--- src/rtl/multi_issue_skid_reg.sv ---
// -----------------------------------------------------------------------------
// multi_issue_skid_reg
//
// Inter-stage pipeline register for the multi-issue core. It carries a bundle
// of LANES instructions under a valid/ready handshake. A one-entry skid buffer
// holds a bundle that arrives while the output register is stalled, so the
// bundle is not dropped. On a redirect, lanes younger than the lowest
// redirecting lane are killed. A global flush empties both registers. The
// recover (redirect) sideband travels with its bundle.
//
// Configuration macro: MULTI_ISSUE_SKID_REG_ZERO_KILLED_EN
//   defined   : killed lanes, flushed entries and empty slots hold all-zero
//               payload. An empty or flushed output register presents zero
//               out_recover_pc. Instr 0 decodes as a NOP downstream.
//   undefined : only valid bits are cleared. Payload registers keep stale
//               data.
//
// Ports:
//   clk, rst           clock and asynchronous active-high reset
//   flush              global kill of held and incoming bundles
//   in_valid/in_ready  upstream handshake (in_ready is registered)
//   in_lane_valid      per-lane valid, lane 0 is the oldest
//   in_payload         lane k at [k*DATA_W +: DATA_W]
//   in_kill_mask       bit k: lane k redirects, younger lanes are killed
//   in_recover_en/pc   redirect sideband
//   out_valid/ready    downstream handshake
//   out_lane_valid     per-lane valid
//   out_payload        per-lane payload
//   out_recover_en/pc  redirect sideband
// -----------------------------------------------------------------------------
module multi_issue_skid_reg #(
    parameter int LANES  = 2,
    parameter int DATA_W = 138,
    parameter int PC_W   = 32
) (
    input  logic                    clk,
    input  logic                    rst,
    input  logic                    flush,
    input  logic                    in_valid,
    output logic                    in_ready,
    input  logic [LANES-1:0]        in_lane_valid,
    input  logic [LANES*DATA_W-1:0] in_payload,
    input  logic [LANES-1:0]        in_kill_mask,
    input  logic                    in_recover_en,
    input  logic [PC_W-1:0]         in_recover_pc,
    output logic                    out_valid,
    input  logic                    out_ready,
    output logic [LANES-1:0]        out_lane_valid,
    output logic [LANES*DATA_W-1:0] out_payload,
    output logic                    out_recover_en,
    output logic [PC_W-1:0]         out_recover_pc
);

    localparam int PW = LANES * DATA_W;

    // Keep the lowest redirecting lane and every older lane. Only the bits
    // above the lowest set bit of the kill mask are cleared, so a zero mask
    // keeps every lane.
    function automatic logic [LANES-1:0] keep_mask(input logic [LANES-1:0] kill);
        logic [LANES-1:0] keep;
        logic             found;
        keep  = '0;
        found = 1'b0;
        for (int i = 0; i < LANES; i++) begin
            keep[i] = ~found;
            if (kill[i]) begin
                found = 1'b1;
            end else begin
                found = found;
            end
        end
        return keep;
    endfunction

    logic [LANES-1:0] skid_lane_valid_r;
    logic [PW-1:0]    skid_payload_r;
    logic             skid_recover_en_r;
    logic [PC_W-1:0]  skid_recover_pc_r;
    logic             skid_full_r;

    logic [LANES-1:0] eff_valid_s;
    logic [PW-1:0]    in_pay_s;
    logic             acc_s;
    logic             store_s;
    logic             adv_s;

    logic             nxt_out_valid_s;
    logic [LANES-1:0] nxt_out_lane_valid_s;
    logic [PW-1:0]    nxt_out_payload_s;
    logic             nxt_out_recover_en_s;
    logic [PC_W-1:0]  nxt_out_recover_pc_s;
    logic [LANES-1:0] nxt_skid_lane_valid_s;
    logic [PW-1:0]    nxt_skid_payload_s;
    logic             nxt_skid_recover_en_s;
    logic [PC_W-1:0]  nxt_skid_recover_pc_s;
    logic             nxt_skid_full_s;

    assign eff_valid_s = in_lane_valid & keep_mask(in_kill_mask);
    assign acc_s       = in_valid & in_ready & ~flush;
    // A bundle whose lanes were all invalid or killed completes its handshake
    // but is never stored, so it cannot create an empty output beat.
    assign store_s     = acc_s & (|eff_valid_s);
    assign adv_s       = ~out_valid | out_ready;

    // Incoming payload as it will be stored (killed lanes zeroed when enabled).
    always_comb begin
        in_pay_s = in_payload;
`ifdef MULTI_ISSUE_SKID_REG_ZERO_KILLED_EN
        for (int k = 0; k < LANES; k++) begin
            if (eff_valid_s[k]) begin
                in_pay_s[k*DATA_W +: DATA_W] = in_payload[k*DATA_W +: DATA_W];
            end else begin
                in_pay_s[k*DATA_W +: DATA_W] = '0;
            end
        end
`endif
    end

    // Next-state selection for the output and skid registers.
    always_comb begin
        nxt_out_valid_s       = out_valid;
        nxt_out_lane_valid_s  = out_lane_valid;
        nxt_out_payload_s     = out_payload;
        nxt_out_recover_en_s  = out_recover_en;
        nxt_out_recover_pc_s  = out_recover_pc;
        nxt_skid_lane_valid_s = skid_lane_valid_r;
        nxt_skid_payload_s    = skid_payload_r;
        nxt_skid_recover_en_s = skid_recover_en_r;
        nxt_skid_recover_pc_s = skid_recover_pc_r;
        nxt_skid_full_s       = skid_full_r;

        if (flush) begin
            nxt_out_valid_s       = 1'b0;
            nxt_out_lane_valid_s  = '0;
            nxt_out_recover_en_s  = 1'b0;
            nxt_skid_lane_valid_s = '0;
            nxt_skid_recover_en_s = 1'b0;
            nxt_skid_full_s       = 1'b0;
`ifdef MULTI_ISSUE_SKID_REG_ZERO_KILLED_EN
            nxt_out_payload_s     = '0;
            nxt_out_recover_pc_s  = '0;
            nxt_skid_payload_s    = '0;
            nxt_skid_recover_pc_s = '0;
`endif
        end else if (adv_s) begin
            if (skid_full_r) begin
                // in_ready was low, so no bundle can be accepted this cycle.
                nxt_out_valid_s      = 1'b1;
                nxt_out_lane_valid_s = skid_lane_valid_r;
                nxt_out_payload_s    = skid_payload_r;
                nxt_out_recover_en_s = skid_recover_en_r;
                nxt_out_recover_pc_s = skid_recover_pc_r;
                nxt_skid_full_s      = 1'b0;
            end else if (store_s) begin
                nxt_out_valid_s      = 1'b1;
                nxt_out_lane_valid_s = eff_valid_s;
                nxt_out_payload_s    = in_pay_s;
                nxt_out_recover_en_s = in_recover_en;
                nxt_out_recover_pc_s = in_recover_pc;
            end else begin
                nxt_out_valid_s      = 1'b0;
                nxt_out_lane_valid_s = '0;
                nxt_out_recover_en_s = 1'b0;
`ifdef MULTI_ISSUE_SKID_REG_ZERO_KILLED_EN
                nxt_out_payload_s    = '0;
                nxt_out_recover_pc_s = '0;
`endif
            end
        end else begin
            if (store_s) begin
                nxt_skid_lane_valid_s = eff_valid_s;
                nxt_skid_payload_s    = in_pay_s;
                nxt_skid_recover_en_s = in_recover_en;
                nxt_skid_recover_pc_s = in_recover_pc;
                nxt_skid_full_s       = 1'b1;
            end else begin
                nxt_skid_full_s       = skid_full_r;
            end
        end
    end

    // State registers; in_ready is the registered inverse of the next skid_full.
    always_ff @(posedge clk or posedge rst) begin
        if (rst) begin
            out_valid         <= 1'b0;
            out_lane_valid    <= '0;
            out_payload       <= '0;
            out_recover_en    <= 1'b0;
            out_recover_pc    <= '0;
            skid_lane_valid_r <= '0;
            skid_payload_r    <= '0;
            skid_recover_en_r <= 1'b0;
            skid_recover_pc_r <= '0;
            skid_full_r       <= 1'b0;
            in_ready          <= 1'b1;
        end else begin
            out_valid         <= nxt_out_valid_s;
            out_lane_valid    <= nxt_out_lane_valid_s;
            out_payload       <= nxt_out_payload_s;
            out_recover_en    <= nxt_out_recover_en_s;
            out_recover_pc    <= nxt_out_recover_pc_s;
            skid_lane_valid_r <= nxt_skid_lane_valid_s;
            skid_payload_r    <= nxt_skid_payload_s;
            skid_recover_en_r <= nxt_skid_recover_en_s;
            skid_recover_pc_r <= nxt_skid_recover_pc_s;
            skid_full_r       <= nxt_skid_full_s;
            in_ready          <= ~nxt_skid_full_s;
        end
    end

endmodule

--- config.mk ---
export PLATFORM = sky130hd
export DESIGN_NAME = multi_issue_skid_reg
export DESIGN_NICKNAME = d
export VERILOG_FILES = /design/src/rtl/multi_issue_skid_reg.sv
export SDC_FILE = /design/constraint.sdc
export NUM_CORES = 1
export LEC_CHECK = 0
export ABC_AREA = 0
export CAP_MARGIN = 20
export CORE_AREA = 2 2 249 251
export DETAILED_ROUTE_END_ITERATION = 6
export DIE_AREA = 0 0 251 253
export HOLD_SLACK_MARGIN = 0.08
export PLACE_DENSITY_LB_ADDON = 0.08
export SLEW_MARGIN = 20
export SYNTH_ARGS = -nofsm -noshare
export SYNTH_HDL_FRONTEND = slang
export SYNTH_SLANG_ARGS = --single-unit
export TNS_END_PERCENT = 10
--- constraint.sdc ---
create_clock -name clk -period 50.5 [get_ports clk]
set_input_delay 10.1 -clock clk [delete_from_list [all_inputs] [get_ports clk]]
set_output_delay 10.1 -clock clk [all_outputs]
set_load 0.05 [all_outputs]
# Yosys cells after proc, flatten, opt, wreduce, memory -nomap -nowiden
# Index checks and enable logic that the tools add are counted.
# classes
n_eq_ne	1
muxes	26
n_bitwise	10
reduce_logical	7
# op_table
operator	count
two-way mux 276 bit	2
two-way mux 32 bit	2
two-way mux 1 bit	15
two-way mux 2 bit	7
AND reduction 3 bit	2
nonzero test 2 bit	3
inverter 1 bit	5
AND 1 bit	3
AND 2 bit	1
!= test 2 bit (second input constant)	1
AND reduction 2 bit	1
OR reduction 2 bit	1
OR 1 bit	1
# word_totals
regBits	625
inputBits	318
out_inout_bits	313
wordCells	55

# Logic depth before layout (Yosys ltp)
# Gate-level depths: netlist of run 1.
# depth
depth_word	9
mapped_depth	8
depth_no_buf	4

# Least setup slack after synthesis of run 1
# No wires, ideal clock.
# synth_path
path_kind	input to register
from	in in_lane_valid[1]
to	reg out_payload[0]
setup_ns	0.123
t_arrival_ns	11.310
setup_slack_ns	39.067
stages	7
n_path_buf	3
cell_sequence	nor2b_1 > o21a_2 > nand3_1 > buf_4 > buf_6 > buf_6 > o221a_1
# synth_between
elab_chain_len	5
# synth_rtl
item	line_no	rtl
start, declared	41	input logic [LANES-1:0] in_lane_valid,
AND 2 bit	98	assign eff_valid_s = in_lane_valid & keep_mask(in_kill_mask);
OR reduction 2 bit	102	assign store_s = acc_s & (|eff_valid_s);
AND 1 bit	102	
nonzero test 2 bit (no source line)	n/a	
AND reduction 3 bit (no source line)	n/a	
end signal, assigned	199	out_payload <= nxt_out_payload_s;
end, declared	49	output logic [LANES*DATA_W-1:0] out_payload,
# Every way passes these cells.
# A chain may end at the register's enable or synchronous reset.

# Worst setup path after layout of run 1
# layout_path
from	in in_lane_valid[1]
to	reg out_payload[80]
# The elaborated chain is that of the path after synthesis.

==> flow_summary.json, run 1 <==
{
  "outcome": "finished, final reports clean",
  "grt_use_met1_pct": 27.7,
  "dieArea_um2": 63500,
  "viasPerCell": 5.50,
  "worstPathRequired_ns": 50.97,
  "grt_overflow": 0,
  "multi_input_area_um2": 9130,
  "cts.sinks": 625,
  "dr.pass1.iters": 4,
  "crit_arrival_ns": 14.47,
  "cp_common_cell": "buf_4",
  "slowest_stage": "o21a_2",
  "ys.flop_type": "dfrtp_1",
  "numCtsBuffers": 71,
  "final_cells": 3213,
  "final.setup_skew_ns": 0.0183,
  "hold_buffers": 0,
  "setup_viol": 0,
  "cts_buffer_depth": 3,
  "drtAntennaViolNets": 0,
  "met2_usage_pct": 38.0,
  "syn-cell-area_um2": 25500,
  "rsz0062_at_grt": "no",
  "total_leakage_power_nw": 14.6,
  "die_w_um": 251,
  "grt_max_degree": 165,
  "yosys_register_bits": 625,
  "areaGrowthSynthToFinish_pct": 36.4,
  "cp_max_fo": 84,
  "max_freq_mhz": 71.5,
  "clockRootBuffer": "clkbuf_16",
  "yosysTopAreaCell": "dfrtp_1",
  "synthCells": 1768,
  "critical_path.cell_chain": "clkdlybuf4s50_1, nor2b_1, o21a_2, nand3_4, buf_4, buf_4, o221a_2",
  "io_pins": 631,
  "synth.most_common_cell": "dfrtp_1",
  "max-vdd-ir-drop_uv": 28.5,
  "place_inst": 3063,
  "grt_pass1_vias": 18800,
  "core_area_um2": 61000,
  "clk_pin_slew_ns": 0.06,
  "ys_types": 34,
  "crit_type": "in -> reg",
  "fill_cells": 4934,
  "yosysTopAreaCellShare_pct": 61.2,
  "critPathCaptureType": "register",
  "cts_tree": "built",
  "nets": 2664,
  "ys_seq_area_share_pct": 61.3,
  "post-cts-setup-buffers": 0,
  "drv_slew": 0,
  "drc_errors": 0,
  "netlist_top_cells_count": "dfrtp_1, o221a_1, or2_2, mux2_2, mux2_1",
  "gp_congestion": 0.801,
  "dpl.hpwl_mm": 49.3,
  "max_slew_margin_pct": 27.6,
  "drive_gt1_share_pct": 24.4,
  "antenna_found_initial": 36,
  "syn_nets": 2086,
  "tightest_slew_ns": 1.09,
  "whs_path_depth": 1,
  "maxCapViolCount": 0,
  "start_kind": "primary input",
  "initial_utilization_pct": 41.8,
  "fin_crit_ns": 13.99,
  "max_stage_delay_ns": 0.85,
  "die_y_um": 253,
  "clk_latency_ns": 0.59,
  "grtUsageMet3_pct": 8.10,
  "setup_tns_ns": 0,
  "wl_mm": 76.3,
  "wire_per_inst_um": 23.7,
  "post-route-util_pct": 57.1,
  "rr_worst_depth": 6,
  "async_flop_share_pct": 100,
  "power.density_nw_per_um2": 46.9,
  "yosys_warnings": 0,
  "cts_resized": 0,
  "syn_avg_cell_area_um2": 14.4,
  "htreeDepth": 3,
  "regArea_um2": 15600,
  "synth_area_leaders": "dfrtp_1, o221a_1, mux2_2, or2_2, mux2_1",
  "synth_edf_count": 0,
  "via_count": 17700,
  "drt-initial-drc-count": 975,
  "worstHoldPathType": "reg -> reg",
  "io_buffers": 629,
  "fin_crit_sh_pct": 27.7,
  "grt_busiest_layer": "met2",
  "rows": 91,
  "hold_viol": 0,
  "grt_pass1_wl_mm": 115,
  "track_usage_pct": 23.5
}
[layer usage]
metal	wire length [um]	part of all wire, %
met1	29600	39
met2	37200	49
met3	5720	7.5
met4	3530	4.6
met5	188	0.25
[report_power, final]
part | internal, mW | switching [mW] | leakage, nW
clock | 0.341 | 0.206 | 1.21
sequential | 0.589 | 0.0470 | 7.68
combinational | 0.178 | 0.272 | 5.66
total | 1.11 | 0.526 | 14.6
[metrics by stage]
step	setup WS [ns]	power (mW)	instance area [um2]	hold slack (ns)
final	36.51	1.63	34800	0.481
after detailed placement	35.87	1.10	32300	0.473
after global placement	35.86	1.09	32300	0.466
after CTS	36.48	1.65	34700	0.485
after global routing	36.30	1.70	34800	0.491
after floorplan	22.90	0.917	25500	0.456
[final cells by class]
class | instances | area share, %
Sequential cell | 625 | 44.9
Multi-Input combinational cell | 995 | 26.2
Timing Repair Buffer | 650 | 18.7
Clock buffer | 108 | 6.12
Tap cell | 790 | 2.84
Clock inverter | 16 | 1.00
Antenna cell | 26 | 0.187
Inverter | 3 | 0.0539
[state kept, by name (all words and copies together) (netlist names)]
signal and cells:
skid_full_r 1, out_recover_pc 32, in_ready 1, skid_recover_pc_r 32, skid_lane_valid_r 2, skid_recover_en_r 1, out_payload 276, skid_payload_r 276
out_recover_en 1, out_valid 1, out_lane_valid 2
[path summary, 6_finish.rpt]
path | from | slack (ns) | end
min reg2reg | skid_payload_r[8] | 0.48 | skid_payload_r[8]
min | skid_payload_r[8] | 0.48 | skid_payload_r[8]
max reg2reg | in_ready | 46.22 | out_payload[80]
min in group asynchronous | rst | 10.11 | skid_payload_r[80]
max | in_lane_valid[1] | 36.51 | out_payload[80]
max in group asynchronous | rst | 38.20 | out_payload[271]
[cells in the final DEF (no fill, tap or decap), types with 26 or more instances in the layout]
cell / netlist / layout
clkdlybuf4s50_1: 0 / 629
diode_2: 0 / 26
o22ai_1: 70 / 70
o221a_1: 257 / 257
or2_2: 224 / 224
dfrtp_1: 624 / 624
mux2_1: 100 / 100
mux2_2: 208 / 208
clkbuf_16: 0 / 74
a21oi_1: 44 / 43
[kinds of logic after synthesis]
family | share of synthesized area (%)
compound gates | 14.9
buf+inv | 3.17
flops | 61.3
mux | 13.6
simple gates | 7.08
[worst max-delay path: cells and delay by family]
kind	cells	cell delay, ns
AO/OA/AOI/OAI	2	1.25
AND/OR/NAND/NOR	2	1.35
buffers and inverters	3	1.63
No activity file was read; power rests on OpenSTA's default activity.
==> inputs of run 2 (changes only) <==
==> constraint.sdc (replaced) <==
create_clock -name clk -period 13.97 [get_ports clk]
set_input_delay 2.794 -clock clk [delete_from_list [all_inputs] [get_ports clk]]
set_output_delay 2.794 -clock clk [all_outputs]
set_load 0.05 [all_outputs]
==> run 2 against run 1 <==
  * Core utilization down 0.15 points
  * Non-clock buffer count unchanged
  * Cell count down 0.44%
  * Largest power group unchanged
==> flow_summary.json, run 2 (synthesized netlist as in run 1, its figures left out) <==
{
  "outcome": "finished, final reports clean",
  "max_stage_delay_ns": 0.86,
  "critPathCaptureType": "register",
  "fill_cells": 4915,
  "r2r_slack_ns": 9.90,
  "htreeDepth": 3,
  "nets": 2663,
  "die_w_um": 251,
  "antenna_found_initial": 21,
  "core_area_um2": 61000,
  "route.met3.wl_mm": 5.53,
  "place_area_um2": 32300,
  "io_pins": 631,
  "clockRootBuffer": "clkbuf_16",
  "wl_mm": 75.8,
  "die_y_um": 253,
  "whs_path_depth": 1,
  "tightest_slew_ns": 1.19,
  "grt_overflow": 0,
  "fin_crit_ns": 6.45,
  "start_kind": "primary input",
  "track_usage_pct": 23.5,
  "total_leakage_power_nw": 14.5,
  "power.density_nw_per_um2": 167,
  "rr_worst_depth": 6,
  "crit_type": "in -> reg",
  "drt-initial-drc-count": 939,
  "top_regs": "out_payload x276, skid_payload_r x276",
  "dpl.hpwl_mm": 49.0,
  "gp_congestion": 0.807,
  "hold_buffers": 0,
  "r2r-start": "in_ready",
  "final_common_cell": "clkdlybuf4s50_1",
  "initial_utilization_pct": 41.8,
  "crit_arrival_ns": 6.93,
  "grt_pass1_vias": 18900,
  "clk_pin_slew_ns": 0.06,
  "setup_tns_ns": 0,
  "post-cts-setup-buffers": 0,
  "io_buffers": 629,
  "rows": 91,
  "dieArea_um2": 63500,
  "met2_length_mm": 36.9,
  "max-vdd-ir-drop_uv": 89.3,
  "cts.sinks": 625,
  "worstHoldPathType": "reg -> reg",
  "dr.pass1.iters": 4,
  "setup_viol": 0,
  "max_slew_margin_pct": 20.5,
  "drv_slew": 0,
  "hold_slack_ns": 0.483,
  "final.setup_skew_ns": 0.0225,
  "final_cell_mix": "clkdlybuf4s50_1, dfrtp_1, o221a_1, or2_2, mux2_2",
  "numCtsBuffers": 70,
  "worstPathRequired_ns": 14.45,
  "highest_layer": "met5",
  "clk_latency_ns": 0.61,
  "hold_viol": 0,
  "holdPathEnd": "skid_payload_r[33]",
  "pre_cts_ws_ns": 7.12,
  "cp_max_fo": 131,
  "maxCapViolCount": 0,
  "max_freq_mhz": 155,
  "via_count": 17500,
  "cts_resized": 0,
  "grt_pass1_wl_mm": 116,
  "drtAntennaViolNets": 0,
  "viasPerCell": 5.48,
  "drc_errors": 0,
  "rsz0062_at_grt": "no",
  "cts_buffer_depth": 3,
  "wire_per_inst_um": 23.7,
  "fin_crit_sh_pct": 46.2,
  "finalWorstSetupSlack_ns": 7.52,
  "critical_path.cell_chain": "clkdlybuf4s50_1, nor2b_1, o21a_2, nand3_4, buf_12, buf_16, o221a_1",
  "grt_max_degree": 217,
  "drive_gt1_share_pct": 24.4,
  "hold_start": "skid_payload_r[33]",
  "crit_path_start": "in_lane_valid[1]",
  "areaGrowthSynthToFinish_pct": 36.1,
  "final_area_um2": 34700,
  "rr_endpoint": "out_payload[233]",
  "wl_met1_mm": 30.3,
  "slowest_stage": "o21a_2",
  "cts_tree": "built"
}
## run 2: cell count changes in the layout (fill, tap and decap cells not counted), sizes merged
cell / before / now
bufinv: 10 / 5
clkbuf: 108 / 105
clkinv: 4 / 9
clkinvlp: 0 / 1
diode: 26 / 15
inv: 5 / 4
## run 2: power breakdown
group	internal [mW]	leakage, nW	switching (mW)
Sequential	2.13	7.68	0.170
Combinational	0.646	5.69	0.981
Clock	1.14	1.16	0.738
Total	3.91	14.5	1.89
## run 2: layer usage
layer | GRT usage [%] | vias up
li1 | - | 7811
met4 | 10.0 | 14
met3 | 8.43 | 151
met1 | 27.9 | 9103
met5 | 0 | -
met2 | 38.6 | 437
## run 2: how the worst max path moves through the flow
stage	end	slack [ns]	cells after the start
final	out_payload[233]	7.52	7
after global routing	out_payload[233]	7.38	7
after CTS	out_payload[41]	7.78	6
after detailed placement	out_payload[41]	7.12	6
after global placement	out_payload[62]	7.09	6
after floorplan	out_lane_valid[0]	2.64	1
## run 2: worst max-delay path, delay by kind of cell
| family | cells | cell delay, ns |
|---|---|---|
| AOI/OAI and AO/OA | 2 | 1.22 |
| and+or+nand+nor | 2 | 1.36 |
| buffers and inverters | 3 | 1.27 |
## run 2: area by class of cell
| type | count | area, um2 | area share [%] |
|---|---|---|---|
| flip-flops and latches | 625 | 15600 | 45.0 |
| inverters | 3 | 15.0 | 0.0432 |
| well taps | 790 | 988 | 2.85 |
| multi-input cells | 995 | 9130 | 26.3 |
| clock buffers | 105 | 2120 | 6.10 |
| repair buffers | 650 | 6580 | 18.9 |
| diodes | 15 | 37.5 | 0.108 |
| clock inverters | 16 | 224 | 0.645 |
## run 2: metrics by stage
stage / total power [mW] / utilization (%) / std cells
after floorplan: 3.32 / - / 1768
after global placement: 3.92 / 52.9 / 3060
after detailed placement: 3.96 / 52.9 / 3061
after CTS: 5.87 / 56.8 / 3182
after global routing: 6.03 / 56.9 / 3196
final: 5.80 / 56.9 / 3199
